File: src/rtl/key_move_scheduler.sv
// Debounces the held PS/2 key code, turns each new press into one move command,
// queues moves for the 2048 engine and issues a separate restart pulse.
module key_move_scheduler #(
  parameter int unsigned STABLE_CYCLES = 250000,
  parameter int unsigned FIFO_DEPTH    = 4
) (
  input  logic       clk25,
  input  logic       rst,
  input  logic [7:0] xkey,
  input  logic       game_active,
  input  logic       move_ready,
  output logic       move_valid,
  output logic [1:0] move_dir,
  output logic       restart,
  output logic       fifo_full,
  output logic       overflow
);

  localparam int unsigned CW = $clog2(STABLE_CYCLES) + 1;
  localparam int unsigned AW = $clog2(FIFO_DEPTH);
  localparam int unsigned NW = AW + 1;
  localparam logic [CW-1:0] LAST = CW'(STABLE_CYCLES - 1);
  localparam logic [NW-1:0] FULL = NW'(FIFO_DEPTH);

  typedef enum logic [1:0] {IDLE, SETTLE, HELD} state_t;

  state_t        state, state_n;
  logic [7:0]    key, key_n;
  logic [CW-1:0] cnt, cnt_n, inc_c;
  logic          press_c, accept_c;
  logic          is_dir_c, is_restart_c;
  logic [1:0]    dir_c;

  logic [1:0]    mem [FIFO_DEPTH];
  logic [AW-1:0] rd_ptr, wr_ptr, rd_n, wr_n;
  logic [NW-1:0] count, count_n;
  logic          push_c, pop_c, flush_c, wr_en_c, ovf_c;
  logic [1:0]    head_dir_c;

  // Key map; the accepted code is always the live xkey.
  always_comb begin
    is_dir_c     = 1'b1;
    is_restart_c = 1'b0;
    dir_c        = 2'b00;
    case (xkey)
      8'h1D, 8'h75: dir_c = 2'b00;
      8'h1B, 8'h72: dir_c = 2'b01;
      8'h1C, 8'h6B: dir_c = 2'b10;
      8'h23, 8'h74: dir_c = 2'b11;
      8'h2D: begin
        is_dir_c     = 1'b0;
        is_restart_c = 1'b1;
      end
      default: is_dir_c = 1'b0;
    endcase
  end

  always_ff @(posedge clk25 or posedge rst) begin
    if (rst) begin
      state <= IDLE;
      key   <= 8'h00;
      cnt   <= '0;
    end else begin
      state <= state_n;
      key   <= key_n;
      cnt   <= cnt_n;
    end
  end

  // Debounce FSM: a press is accepted once, when the code has been stable long enough.
  always_comb begin
    state_n  = state;
    key_n    = key;
    cnt_n    = cnt;
    press_c  = 1'b0;
    accept_c = 1'b0;
    inc_c    = cnt + CW'(1);
    case (state)
      IDLE: press_c = (xkey != 8'h00);
      SETTLE: begin
        if (xkey == 8'h00) begin
          state_n = IDLE;
        end else if (xkey != key) begin
          press_c = 1'b1;
        end else begin
          cnt_n = inc_c;
          if (inc_c == LAST) begin
            accept_c = 1'b1;
            state_n  = HELD;
          end
        end
      end
      HELD: begin
        if (xkey == 8'h00) state_n = IDLE;
        else if (xkey != key) press_c = 1'b1;
      end
      default: state_n = IDLE;
    endcase
    if (press_c) begin
      key_n = xkey;
      cnt_n = '0;
      if (STABLE_CYCLES == 1) begin
        accept_c = 1'b1;
        state_n  = HELD;
      end else begin
        state_n = SETTLE;
      end
    end
  end

  assign push_c  = accept_c && is_dir_c && game_active;
  assign flush_c = accept_c && is_restart_c;
  assign pop_c   = move_valid && move_ready;

  // Queue bookkeeping; flush wins over a same-cycle pop.
  always_comb begin
    rd_n    = rd_ptr;
    wr_n    = wr_ptr;
    count_n = count;
    wr_en_c = 1'b0;
    ovf_c   = 1'b0;
    if (flush_c) begin
      rd_n    = '0;
      wr_n    = '0;
      count_n = '0;
    end else begin
      if (pop_c) rd_n = rd_ptr + AW'(1);
      if (push_c) begin
        if (count == FULL && !pop_c) begin
          ovf_c = 1'b1;
        end else begin
          wr_en_c = 1'b1;
          wr_n    = wr_ptr + AW'(1);
        end
      end
      count_n = count + NW'(wr_en_c) - NW'(pop_c);
    end
    head_dir_c = (wr_en_c && rd_n == wr_ptr) ? dir_c : mem[rd_n];
  end

  always_ff @(posedge clk25 or posedge rst) begin
    if (rst) begin
      for (int i = 0; i < int'(FIFO_DEPTH); i++) mem[i] <= 2'b00;
      rd_ptr     <= '0;
      wr_ptr     <= '0;
      count      <= '0;
      move_valid <= 1'b0;
      move_dir   <= 2'b00;
      fifo_full  <= 1'b0;
      restart    <= 1'b0;
      overflow   <= 1'b0;
    end else begin
      if (wr_en_c) mem[wr_ptr] <= dir_c;
      rd_ptr     <= rd_n;
      wr_ptr     <= wr_n;
      count      <= count_n;
      move_valid <= (count_n != '0);
      fifo_full  <= (count_n == FULL);
      if (count_n != '0) move_dir <= head_dir_c;
      restart    <= flush_c;
      overflow   <= ovf_c;
    end
  end

endmodule

File: config.mk
export PLATFORM = sky130hd
export DESIGN_NAME = key_move_scheduler
export DESIGN_NICKNAME = d
export VERILOG_FILES = /design/src/rtl/key_move_scheduler.sv
export SDC_FILE = /design/constraint.sdc
export NUM_CORES = 1
export LEC_CHECK = 0
export CAP_MARGIN = 20
export CORE_MARGIN = 4
export CORE_UTILIZATION = 50
export DETAILED_ROUTE_END_ITERATION = 10
export PLACE_DENSITY = 0.69
export SYNTH_ARGS = -nofsm -noshare
export SYNTH_HDL_FRONTEND = slang
export SYNTH_SLANG_ARGS = --single-unit
File: constraint.sdc
create_clock -name clk25 -period 4.77 [get_ports clk25]
set_input_delay 0.954 -clock clk25 [delete_from_list [all_inputs] [get_ports clk25]]
set_output_delay 0.954 -clock clk25 [all_outputs]
set_load 0.1 [all_outputs]
==> metrics <==
Clk pin slew, worst setup/hold paths 0.09 ns; RSZ-0062 raised after global routing no; worst-margin pin slew 0.967 ns; Clock Latency Late Sink 0.30 ns; Synth Instances 343; clk sinks 50; Worst Path Class, Setup input pin to flop; Post-synth EDFFs 0; endpoint type of the worst setup path flop; Async SR Flop Fraction 100%; initial antenna violation count 0; crit path launch type input pin; total power 0.744 mW; total wire length 6680 um; Die X 88.5 um; status complete, no violations; crit share post-route 91.3%; CTS tree built; Core Area 6310 um^2; n_diodes 0; CTS buffer count 5; R2R Path Start cnt[0]; Sum Neg Setup Slack 0 ns; DR iter-0 viols 171; Synth cell types 62; dpl ws 0.0611 ns; Seq/Total Area, Yosys 38.6%; RD Place Congestion 0.903; Sequential cell area 1250 um^2; Wirelength per Cell 15.3 um; area delta synth->final 11.4%; Worst Hold Class flop to flop; Synth warnings 0; worst setup margin 0.416 ns; Cell Pwr Density 206 nW/um^2; Hold Vio Cnt, Final 0; Post-Syn Area 3240 um^2; fillers 585; minimum clock period 4.35 ns; r2r setup slk 0.46 ns; FMAX 0.230 GHz; hold path cells 1; layout cell share with drive strength beyond 1 13.9%; Bufs on Longest Clock Path 2; H-tree Lvls 2; Clock Skew 0.00820 ns; IO Port Bufs 17; final net count 384; post-DP HPWL 4870 um; via count 2,538; R2R depth 17; Hold EP cnt[18]; Max-Cap Viols 0; Setup Buffers After CTS 0; total gr overflow 0; largest net degree at the start of global routing 51; Pleak 1.55 nW; IR drop worst, VDD 0.000137 V; vias in the first global route 2,446; Die Y 88.5 um; die area 7830 um^2; Net Count, Synth 368; Reg-to-Reg End move_dir[0]; first-pass iteration count of the detailed router 4; num ports 18; wire length of the first global-routing pass 11,700 um; slew margin rel. 35.3%; Initial Util 51.3%; CP Data Arrival Time 4.58 ns; hold path startpoint cnt[18]; final max-slew violation count 0; multi-input logic area 1860 um^2; register bit total from synthesis 50; CP Max Fanout 7; FP Rows 29; root buffer cell clkbuf_8; ys flop type dfrtp_1; Synth Area per Inst 9.44 um^2; ANT nets after route 0; Total GRT Usage 18.7%; DRC 0; Vias/cell 5.81; CP required 4.99 ns; # setup viols final 0
worst max-delay path, cell delays in order:
cell             delay [ns]
clkdlybuf4s50_1        0.64
nand2_1                0.14
a2111oi_1              0.37
a31oi_1                0.08
nor3_1                 0.20
o2111a_1               0.28
nand3_2                0.16
ha_1                   0.30
inv_1                  0.06
ha_1                   0.15
inv_1                  0.05
fa_1                   0.37
xor2_1                 0.16
xnor2_1                0.17
a31oi_2                0.29
nor2_1                 0.06
a31oi_1                0.15
per-stage QoR:
step           instance area [um^2]  hold WS (ns)  utilization, %  cells
5_1_grt                        3610         0.525            57.1    437
2_1_floorplan                  3240         0.448               -    343
3_5_place_dp                   3490         0.493            55.3    428
4_1_cts                        3580         0.505            56.7    436
3_3_place_gp                   3490         0.487            55.3    428
6_report                       3610         0.507            57.1    437
sequential cells by signal (all words and copies together) (netlist names), 2 cells and up:
| name | cells |
|---|---|
| cnt | 19 |
| key | 8 |
| mem | 8 |
| count | 3 |
| move_dir | 2 |
| rd_ptr | 2 |
| state | 2 |
| wr_ptr | 2 |
area by class of cell:
class                   instances  area share, %
clock buffers                   7           2.39
clock inverters                 1          0.139
inverters                      18           1.87
multi-input cells             259           51.5
flip-flops and latches         50           34.7
well taps                      77           2.67
repair buffers                 25           6.73
logic make-up (layout without fill, tap and decap cells):
group | after synthesis | count (layout) | share of synthesized area [%]
AND/OR/NAND/NOR | 126 | 126 | 22.5
adder cells (fa/ha/maj) | 13 | 13 | 5.25
XOR/XNOR | 17 | 17 | 4.60
multiplexers | 21 | 21 | 7.30
buffers and inverters | 34 | 51 | 4.21
flip-flops | 50 | 50 | 38.6
AO/OA/AOI/OAI | 82 | 82 | 17.5
layer usage:
| metal | global-route usage (%) | wire [um] |
|---|---|---|
| met3 | 2.33 | 193 |
| met2 | 29.3 | 3030 |
| met5 | 0 | 0 |
| met4 | 4.81 | 62 |
| met1 | 27.5 | 3390 |
worst max path at each step:
stage | from | end | slack, ns | depth (start not counted)
2_1_floorplan | xkey[5] | move_dir[0] | 0.61 | 17
3_3_place_gp | xkey[0] | move_dir[0] | 0.19 | 17
3_5_place_dp | xkey[4] | move_dir[0] | 0.06 | 17
4_1_cts | xkey[0] | move_dir[0] | 0.38 | 17
5_1_grt | xkey[0] | move_dir[0] | 0.04 | 17
6_report | xkey[0] | move_dir[0] | 0.42 | 17
timing repair:
item                       in CTS  in global routing
resized for setup               0                  2
hold endpoints to repair        0                  0
hold buffers                    0                  0
setup endpoints to repair       0                  2
cells in the mapped netlist (3+ instances only):
cell      number  share of area [%]
nand2_1       21                2.4
and3_1         4               0.77
xnor2_1       11                3.0
nand2b_1       5               0.97
o41ai_1        5                1.4
nand4_1        8                1.5
nand3_1       12                1.9
mux2_2        17                5.9
xor2_1         6                1.6
dfrtp_1       50                 39
nor2_1        29                3.4
nor4_1         4               0.77
or3b_1         3               0.81
a21oi_1       11                1.7
ha_1          12                4.6
o31ai_1       10                2.3
mux2i_1        3               0.93
or3_1          3               0.58
a31oi_1       10                1.9
nor3_1        15                2.3
inv_1         18                2.1
o21ai_0       25                3.9
and2_1         3               0.58
clkbuf_1      10                1.2
placed cells by master, fill, tap and decap left out, types with 2 or more instances in the layout:
master and n:
nor4_1 4, xnor2_1 11, or3b_1 3, mux2i_1 3
a211oi_1 2, o2bb2ai_1 2, nand3_1 12, o21ai_0 25
nand3b_1 2, clkdlybuf4s50_1 17, nand2b_1 5, nand2_1 21
dfrtp_1 50, or2_2 2, nand4_1 8, nor2_1 29
buf_4 7, and3_1 4, o31ai_1 10, or3_1 3
and2_1 3, clkbuf_8 6, mux2_2 17, nor3_1 15
nor2b_1 2, o21bai_1 2, inv_1 17, o41ai_1 5
nand4_4 2, o21a_1 2, a21oi_1 11, ha_1 12
a31oi_1 9, xor2_1 6
where the power goes:
part           switching [mW]  total, mW  internal [mW]
clock                   0.143      0.260          0.118
sequential            0.00249      0.430          0.427
combinational          0.0292     0.0545         0.0253
total                   0.174      0.744          0.570
No activity file was read; power rests on OpenSTA's default activity.
